$ cat src/rtl/ysyx_22050612_pkg.sv
// Shared types and default widths for the IFU/LSU memory arbiter.
//   state_e : arbiter FSM states (idle, request issued, waiting for response)
//   owner_e : which master owns the transaction in flight
package ysyx_22050612_pkg;

  localparam int unsigned DEF_ADDR_W = 64;
  localparam int unsigned DEF_DATA_W = 64;

  typedef enum logic [1:0] {
    StIdle = 2'd0,
    StReq  = 2'd1,
    StWait = 2'd2
  } state_e;

  typedef enum logic {
    OwnIfu = 1'b0,
    OwnLsu = 1'b1
  } owner_e;

endpackage

$ cat src/rtl/ysyx_22050612_arb_pick.sv
// Grant selection between IFU and LSU with IFU starvation protection.
//   clk_i, rst_i  : clock, synchronous active-high reset
//   en_i          : arbiter is able to accept a request this cycle
//   ifu_valid_i   : IFU request pending
//   lsu_valid_i   : LSU request pending
//   grant_ifu_o   : IFU wins this cycle (combinational)
//   grant_lsu_o   : LSU wins this cycle (combinational)
module ysyx_22050612_arb_pick #(
  parameter int unsigned STARVE_MAX = 4
) (
  input  logic clk_i,
  input  logic rst_i,
  input  logic en_i,
  input  logic ifu_valid_i,
  input  logic lsu_valid_i,
  output logic grant_ifu_o,
  output logic grant_lsu_o
);

  localparam int unsigned CntW = (STARVE_MAX < 1) ? 1 : $clog2(STARVE_MAX + 1);

  logic [CntW-1:0] cnt_q, cnt_d;
  logic            starved;

  assign starved = (cnt_q == CntW'(STARVE_MAX));

  // LSU has priority unless IFU has already lost STARVE_MAX contested rounds.
  always_comb begin
    grant_ifu_o = 1'b0;
    grant_lsu_o = 1'b0;
    if (en_i) begin
      if (lsu_valid_i && !(ifu_valid_i && starved)) begin
        grant_lsu_o = 1'b1;
      end else if (ifu_valid_i) begin
        grant_ifu_o = 1'b1;
      end
    end
  end

  // Only contested LSU wins count as IFU losses; any IFU grant clears.
  always_comb begin
    cnt_d = cnt_q;
    if (grant_ifu_o) begin
      cnt_d = '0;
    end else if (grant_lsu_o && ifu_valid_i && !starved) begin
      cnt_d = cnt_q + 1'b1;
    end
  end

  always_ff @(posedge clk_i) begin
    if (rst_i) begin
      cnt_q <= '0;
    end else begin
      cnt_q <= cnt_d;
    end
  end

endmodule

$ cat src/rtl/ysyx_22050612_mem_arbiter.sv
// Two-master (IFU, LSU) to single memory port arbiter, one transaction in flight.
//   clk, rst            : clock, synchronous active-high reset
//   ifu_req_* / ifu_rsp : fetch request in, accept and response-valid out
//   lsu_req_* / lsu_rsp : load/store request in, accept and response-valid out
//   rsp_rdata           : read data returned to whichever master is responded to
//   mem_req_* / mem_*   : latched request toward memory, held until accepted
//   mem_rsp_valid/rdata : memory response
//   bus_err             : sticky flag for a response with no transaction to match
module ysyx_22050612_mem_arbiter
  import ysyx_22050612_pkg::*;
#(
  parameter int unsigned ADDR_W     = DEF_ADDR_W,
  parameter int unsigned DATA_W     = DEF_DATA_W,
  parameter int unsigned STARVE_MAX = 4
) (
  input  logic                clk,
  input  logic                rst,
  input  logic                ifu_req_valid,
  output logic                ifu_req_ready,
  input  logic [ADDR_W-1:0]   ifu_addr,
  output logic                ifu_rsp_valid,
  input  logic                lsu_req_valid,
  output logic                lsu_req_ready,
  input  logic [ADDR_W-1:0]   lsu_addr,
  input  logic                lsu_wen,
  input  logic [DATA_W-1:0]   lsu_wdata,
  input  logic [DATA_W/8-1:0] lsu_wmask,
  output logic                lsu_rsp_valid,
  output logic [DATA_W-1:0]   rsp_rdata,
  output logic                mem_req_valid,
  input  logic                mem_req_ready,
  output logic [ADDR_W-1:0]   mem_addr,
  output logic                mem_wen,
  output logic [DATA_W-1:0]   mem_wdata,
  output logic [DATA_W/8-1:0] mem_wmask,
  input  logic                mem_rsp_valid,
  input  logic [DATA_W-1:0]   mem_rdata,
  output logic                bus_err
);

  state_e              state_q, state_d;
  owner_e              owner_q, owner_d;
  logic [ADDR_W-1:0]   addr_q, addr_d;
  logic                wen_q, wen_d;
  logic [DATA_W-1:0]   wdata_q, wdata_d;
  logic [DATA_W/8-1:0] wmask_q, wmask_d;
  logic                bus_err_q, bus_err_d;

  logic grant_ifu, grant_lsu;
  logic rsp_hit;
  logic stray;

  ysyx_22050612_arb_pick #(
    .STARVE_MAX (STARVE_MAX)
  ) u_pick (
    .clk_i       (clk),
    .rst_i       (rst),
    .en_i        ((state_q == StIdle) && !rst),
    .ifu_valid_i (ifu_req_valid),
    .lsu_valid_i (lsu_req_valid),
    .grant_ifu_o (grant_ifu),
    .grant_lsu_o (grant_lsu)
  );

  // A response completes the transaction in WAIT, or in REQ when accepted the
  // same cycle; anywhere else it has no owner and is flagged.
  assign rsp_hit = !rst && mem_rsp_valid &&
                   ((state_q == StWait) || ((state_q == StReq) && mem_req_ready));
  assign stray   = mem_rsp_valid &&
                   ((state_q == StIdle) || ((state_q == StReq) && !mem_req_ready));

  assign ifu_req_ready = grant_ifu;
  assign lsu_req_ready = grant_lsu;
  assign ifu_rsp_valid = rsp_hit && (owner_q == OwnIfu);
  assign lsu_rsp_valid = rsp_hit && (owner_q == OwnLsu);
  assign rsp_rdata     = mem_rdata;
  assign mem_req_valid = (state_q == StReq) && !rst;
  assign mem_addr      = addr_q;
  assign mem_wen       = wen_q;
  assign mem_wdata     = wdata_q;
  assign mem_wmask     = wmask_q;
  assign bus_err       = bus_err_q;

  always_comb begin
    state_d   = state_q;
    owner_d   = owner_q;
    addr_d    = addr_q;
    wen_d     = wen_q;
    wdata_d   = wdata_q;
    wmask_d   = wmask_q;
    bus_err_d = bus_err_q | stray;
    unique case (state_q)
      StIdle: begin
        if (grant_lsu) begin
          owner_d = OwnLsu;
          addr_d  = lsu_addr;
          wen_d   = lsu_wen;
          wdata_d = lsu_wdata;
          wmask_d = lsu_wmask;
          state_d = StReq;
        end else if (grant_ifu) begin
          owner_d = OwnIfu;
          addr_d  = ifu_addr;
          wen_d   = 1'b0;
          wdata_d = '0;
          wmask_d = '0;
          state_d = StReq;
        end
      end
      StReq: begin
        if (mem_req_ready) begin
          state_d = mem_rsp_valid ? StIdle : StWait;
        end
      end
      StWait: begin
        if (mem_rsp_valid) begin
          state_d = StIdle;
        end
      end
      default: state_d = StIdle;
    endcase
  end

  always_ff @(posedge clk) begin
    if (rst) begin
      state_q   <= StIdle;
      owner_q   <= OwnIfu;
      addr_q    <= '0;
      wen_q     <= 1'b0;
      wdata_q   <= '0;
      wmask_q   <= '0;
      bus_err_q <= 1'b0;
    end else begin
      state_q   <= state_d;
      owner_q   <= owner_d;
      addr_q    <= addr_d;
      wen_q     <= wen_d;
      wdata_q   <= wdata_d;
      wmask_q   <= wmask_d;
      bus_err_q <= bus_err_d;
    end
  end

endmodule

$ cat config.mk
export PLATFORM = sky130hd
export DESIGN_NAME = ysyx_22050612_mem_arbiter
export DESIGN_NICKNAME = d
export VERILOG_FILES = /design/src/rtl/ysyx_22050612_pkg.sv /design/src/rtl/ysyx_22050612_arb_pick.sv /design/src/rtl/ysyx_22050612_mem_arbiter.sv
export SDC_FILE = /design/constraint.sdc
export NUM_CORES = 1
export LEC_CHECK = 0
export BUFFER_PORTS_ARGS = -buffer_cell sky130_fd_sc_hd__buf_4
export CAP_MARGIN = 30
export CELL_PAD_IN_SITES_DETAIL_PLACEMENT = 0
export CELL_PAD_IN_SITES_GLOBAL_PLACEMENT = 1
export CORE_AREA = 2 2 186 188
export CTS_CLUSTER_SIZE = 8
export DETAILED_ROUTE_END_ITERATION = 10
export DIE_AREA = 0 0 188 190
export PLACE_DENSITY_LB_ADDON = 0.1
export SLEW_MARGIN = 10
export SYNTH_ARGS = -nofsm -noshare
export SYNTH_HDL_FRONTEND = slang
export SYNTH_HIERARCHICAL = 1
export SYNTH_SLANG_ARGS = --single-unit
$ cat constraint.sdc
create_clock -name clk -period 3.05 [get_ports clk]
set_clock_uncertainty 0.2 [all_clocks]
set_input_delay 0.61 -clock clk [delete_from_list [all_inputs] [get_ports clk]]
set_output_delay 0.61 -clock clk [all_outputs]
set_load 0.01 [all_outputs]
Word level (Yosys, flattened, before mapping)
Cells that the tools add are included.
{"block": "classes", "n_eq_ne": 6, "n_bitwise": 2, "n_mux": 20, "reduce_logical": 24, "addsub": 1}
{"cell": "$mux 64", "n": 4}
{"cell": "$mux 8", "n": 2}
{"cell": "$logic_and 1x1->1", "n": 13}
{"cell": "$mux 2", "n": 5}
{"cell": "$mux 1", "n": 8}
{"cell": "$pmux 2 s3", "n": 1}
{"cell": "$logic_not 1->1", "n": 4}
{"cell": "$ne 2x2->1 const B", "n": 2}
{"cell": "$add 3x1->3 const B", "n": 1}
{"cell": "$eq 3x3->1 const B", "n": 1}
{"cell": "$ne 3x2->1 const B", "n": 1}
{"cell": "$reduce_and 3->1", "n": 1}
{"cell": "$eq 2x1->1 const B", "n": 1}
{"cell": "$eq 2x2->1 const B", "n": 1}
{"cell": "$logic_not 2->1", "n": 1}
{"cell": "$logic_or 1x1->1", "n": 2}
{"cell": "$reduce_and 2->1", "n": 1}
{"cell": "$reduce_bool 2->1", "n": 1}
{"cell": "$reduce_or 2->1", "n": 1}
{"cell": "$not 1->1", "n": 1}
{"cell": "$or 1x1->1", "n": 1}
{"block": "totals", "elab_cells": 61, "out_inout_bits": 207, "register_bits": 144, "inputBits": 271}

Longest topological paths before layout
{"block": "logic_depth", "depth_word": 9, "ltp_mapped": 11, "depth_no_buf": 7}

Cells and area by module
The synthesis kept the hierarchy.
{"mod": "ysyx_22050612_mem_arbiter", "instances": 1, "cells_per_inst": 707, "area_per_inst_um2": 6588.8, "seq_area_each_um2": 2822.7}
{"mod": "ysyx_22050612_arb_pick", "instances": 1, "cells_per_inst": 26, "area_per_inst_um2": 209.0, "seq_area_each_um2": 60.1}

Least setup slack after synthesis
No wires, ideal clock.
{"block": "synth_path", "kind": "in2reg", "start": "input rst", "end": "register addr_q[1] (netlist: mem_addr[1])", "path_buffers": 5, "cell_stages": 11, "t_arrival_ns": 2.377, "setup_slack_ns": 0.330, "cell_sequence": "buf_2 buf_1 nor3_1 nand2_1 a21oi_1 buf_6 nor2_4 buf_6 nor2_8 buf_2 a211oi_1"}
{"block": "synth_via", "elab_chain_len": 5, "elab_cells_between_ends": 7}
{"element": "start: declaration", "line": "ysyx_22050612_mem_arbiter.sv:17", "text": "input logic rst,"}
{"element": "$logic_not 1->1 *", "line": "ysyx_22050612_mem_arbiter.sv:58", "text": ".en_i ((state_q == StIdle) && !rst),"}
{"element": "$logic_and 1x1->1 *", "line": "ysyx_22050612_mem_arbiter.sv:58"}
{"element": "$mux 1 *", "line": "ysyx_22050612_arb_pick.sv:31", "text": "if (en_i) begin"}
{"element": "named net lsu_req_ready", "line": "ysyx_22050612_mem_arbiter.sv:23", "text": "output logic lsu_req_ready,"}
{"element": "$reduce_bool 2->1 (no line)"}
{"element": "$reduce_and 2->1 (no line)"}
{"element": "end signal: assignment", "line": "ysyx_22050612_mem_arbiter.sv:136", "text": "addr_q <= addr_d;"}
{"element": "end: declaration", "line": "ysyx_22050612_mem_arbiter.sv:43", "text": "logic [ADDR_W-1:0] addr_q, addr_d;"}
Mark *: on every way through the listed nets, which the timed path passes. The rest lies on a longest branch.
A chain may end at the register's enable or synchronous reset.

Worst setup path after layout
{"block": "layout_path", "start": "register u_pick.cnt_q[0]", "end": "output lsu_req_ready"}
{"block": "layout_via", "elab_chain_len": 6}
{"element": "start: declaration", "line": "ysyx_22050612_arb_pick.sv:22", "text": "logic [CntW-1:0] cnt_q, cnt_d;"}
{"element": "start signal: assignment", "line": "ysyx_22050612_arb_pick.sv:54", "text": "cnt_q <= cnt_d;"}
{"element": "$eq 3x3->1", "line": "ysyx_22050612_arb_pick.sv:25", "text": "assign starved = (cnt_q == CntW'(STARVE_MAX));"}
{"element": "$logic_and 1x1->1", "line": "ysyx_22050612_arb_pick.sv:32", "text": "if (lsu_valid_i && !(ifu_valid_i && starved)) begin"}
{"element": "$logic_not 1->1", "line": "ysyx_22050612_arb_pick.sv:32"}
{"element": "$logic_and 1x1->1", "line": "ysyx_22050612_arb_pick.sv:32"}
{"element": "$mux 1", "line": "ysyx_22050612_arb_pick.sv:32"}
{"element": "$mux 1", "line": "ysyx_22050612_arb_pick.sv:31"}
{"element": "end: declaration", "line": "ysyx_22050612_mem_arbiter.sv:23"}
No other way between the ends.

==> metrics.md <==
| Metric | Value |
|---|---|
| Status | complete, no violations |
| Port buffer count | 349 |
| Power per cell area | 574 mW/mm2 |
| Leakage | a little over 4 nW |
| Reg2reg setup slack | around 580 ps |
| Fillers | around 3700 |
| Total die area | ~0.036 mm2 |
| Post-Syn Nets | 1006 |
| Crit Reg-Reg Endpoint | owner_q |
| Final Hold Viols | 0 |
| Setup violators final | 0 |
| Combinational power share | a little over a fifth |
| Row count | between 60 and 70 |
| Width of the die | roughly 190 um |
| Fin crit period | 2670 ps |
| Total power | between 0.005 and 0.006 W |
| Global-route wire length before repair | between 30 and 40 mm |
| Final net count | about 1300 |
| Area of the multi-input gates | around 0.0029 mm2 |
| Max layer used | met4 |
| Antenna violations before repair | 0 |
| Vias in the first global route | about 6300 |
| EDFF count, synth | 0 |
| Later-pin clock latency in the skew report | 430 ps |
| Residual DRC count | 0 |
| Slew HR | 35.2% |
| RSZ-0062 raised after global routing | false |
| Post-Syn Instances | 733 |
| Psw | about 0.0016 W |
| Worst Setup EP | lsu_req_ready |
| Max Cap Viol | 0 |
| DRT iter0 DRCs | 196 |
| Post-synthesis cell area | between 0.006 and 0.007 mm2 |
| Number of synthesis warnings | 6 |
| Pin count of the biggest net entering global routing | 75 |
| Fmax | between 300 and 400 MHz |
| Crit path DAT | approximately 1900 ps |
| Sequential Power Share | approximately 37% |
| Starting density of the core | 20.0% |
| Async SR Flop Fraction | 0% |
| Seq/Total Area, Yosys | 42.4% |
| Reg2Reg Depth | 8 |
| H-tree depth | 4 |
| Worst reg2reg path startpoint | u_pick/cnt_q[0] |
| Post-CTS Setup Repair Bufs | 0 |
| GRT Total Usage | a little over an eighth |
| Power Internal | ~0.0040 W |
| Hold buffers post-CTS | 0 |
| Worst Setup End Kind | primary output |
| Layout cell share with drive strength beyond 1 | 43.6% |
| Initial DRT Pass Iterations | 4 |
| CTS resizes | 0 |
| CP Class | register to primary output |
| Post-DP HPWL | around 17 mm |
| Clk network pwr share | between 40 and 50% |
| Max VDD drop | around 360 uV |
| Detailed Route WL | around 25 mm |
| Post-route ant nets | 0 |
| Non-filler cells, final | approximately 1500 |
| Routed vias/inst | between 4 and 5 |
| Met3 Routed Length | ~2.0 mm |
| Worst Max-Slew Pin Slew | 972 ps |
| Ys flop type | dfxtp_1 |
| CP Max Fanout | 6 |
| Number of synthesized register bits | between 100 and 150 |
| Post-DR wirelength/cell | between 15 and 20 um |
| # IOs | about 480 |
| Setup crit start | u_pick/cnt_q[0] |
| CTS tree | built |
| Switching share of total power | ~28% |
| Post-Route Setup TNS | 0 ps |
| Routed vias | 6148 |
| Synth unique cells | 39 |
| Core area | roughly 0.034 mm2 |
| Max Buffers Root-to-Sink | 2 |
| Area delta synth->final | 44.9% |
| RePlAce Congestion | about 0.7 |
| DR WL met2 | approximately 11 mm |
| Class of the worst hold path | input port to register |
| Grt ovf | 0 |
| CTS root buffer | clkbuf_16 |
| Count of pins over their slew limit | 0 |
| Fin crit share | between 80% and 90% |
| Clk sink count | 144 |
| Clk slew on worst S/H paths | roughly 60 ps |
| CTS Buf Count | 17 |
| Die Y | 190 um |
| # diodes | 0 |
| CP startpoint kind | register |
| Dpl cells | approximately 1400 |
| Syn_area_per_cell | 9.27 um2 |
| Register area | ~0.0029 mm2 |
| Worst Path Required | 2240 ps |
| WHS | ~170 ps |
| M1 wire length | approximately 11 mm |
-- kinds of logic after synthesis --
logic type | Yosys count | synth area share (%)
compound gates | 286 | 25.4
mux | 65 | 9.64
buf+inv | 136 | 15.4
fa+ha+maj | 2 | 0.368
flops | 144 | 42.4
simple gates | 100 | 6.85
-- synthesized netlist by cell type (7+ instances only) --
library cell | number | share of area [%]
buf_4 | 76 | 8.4
nand2_1 | 79 | 4.4
mux2i_1 | 64 | 9.4
dfxtp_1 | 144 | 42
buf_2 | 13 | 0.96
a21oi_2 | 11 | 1.4
a211oi_1 | 50 | 5.5
a211oi_2 | 14 | 2.6
clkbuf_1 | 14 | 0.77
o21ai_1 | 59 | 4.3
buf_12 | 7 | 2.1
clkbuf_2 | 7 | 0.52
o21ai_0 | 15 | 1.1
buf_6 | 13 | 2.2
a21oi_1 | 131 | 9.6
-- worst max-delay path, cell delays in order, from the launching register on --
cell and delay, ps:
dfxtp_1 360, inv_1 70, ha_1 250, and2_1 220, a21oi_4 330, buf_4 210
-- registers in the layout (all words and copies together) (netlist names) --
name	flops
mem_wen	1
mem_addr	64
state_q	2
bus_err	1
u_pick/cnt_q	3
mem_wdata	64
owner_q	1
mem_wmask	8
-- worst min-delay path by stage --
| stage | to | start | depth (start not counted) |
|---|---|---|---|
| floorplan | u_pick/cnt_q[0] | u_pick/cnt_q[0] | 2 |
| global placement | mem_wdata[45] | mem_wdata[45] | 2 |
| detailed placement | mem_wdata[54] | mem_wdata[54] | 2 |
| CTS | state_q[1] | mem_rsp_valid | 2 |
| global route | state_q[0] | mem_req_ready | 2 |
| finish | state_q[1] | mem_rsp_valid | 2 |
-- final cells by class --
| cell class | count | share of cell area, % |
|---|---|---|
| repair buffers | 365 | 29.0 |
| multi-input cells | 453 | 29.4 |
| clock inverters | 12 | 1.84 |
| clock buffers | 20 | 4.64 |
| well taps | 455 | 5.78 |
| flip-flops and latches | 144 | 29.3 |
| inverters | 3 | 0.114 |
-- through the flow --
step                      setup WS, ps  instance area [um2]  util, %
after global placement             380                 9210     27.1
after detailed placement           335                 9210     27.1
after floorplan                    330                 6800        -
after global routing               243                 9850     29.0
after CTS                          352                 9850     29.0
final                              379                 9850     29.0
-- power groups by stage --
stage	sequential, W	combinational [W]	clock, W
3_3_place_gp	0.00215	0.00127	0
3_5_place_dp	0.00215	0.00126	0
2_1_floorplan	0.00222	0.000697	0
5_1_grt	0.00213	0.00134	0.00250
6_report	0.00211	0.00123	0.00231
4_1_cts	0.00212	0.00126	0.00240
-- placed cells by master, fill, tap and decap left out, types with 2 or more instances in the layout --
cell | Yosys | final
inv_6 | 0 | 2
dfxtp_1 | 144 | 144
buf_12 | 7 | 9
a21oi_2 | 11 | 11
clkinv_4 | 0 | 3
o21ai_0 | 15 | 15
a211oi_1 | 50 | 50
o21ai_1 | 59 | 59
nand3_1 | 3 | 3
o21ai_2 | 2 | 2
clkbuf_16 | 0 | 17
nor2_1 | 3 | 3
inv_1 | 3 | 3
ha_1 | 2 | 2
a211oi_2 | 14 | 14
clkbuf_8 | 0 | 2
mux2i_1 | 64 | 64
nor2_4 | 1 | 2
nand2_1 | 79 | 79
buf_4 | 76 | 356
bufinv_16 | 0 | 4
nor3_1 | 3 | 3
clkinv_2 | 0 | 2
a21oi_1 | 131 | 130
or2_4 | 2 | 2
-- per-layer routing --
layer	up-vias	GRT usage [%]
li1	3034	-
met1	2811	17.2
met2	272	20.7
met3	31	5.04
met4	0	4.12
met5	-	0
Power figures use the tool's default switching activity.
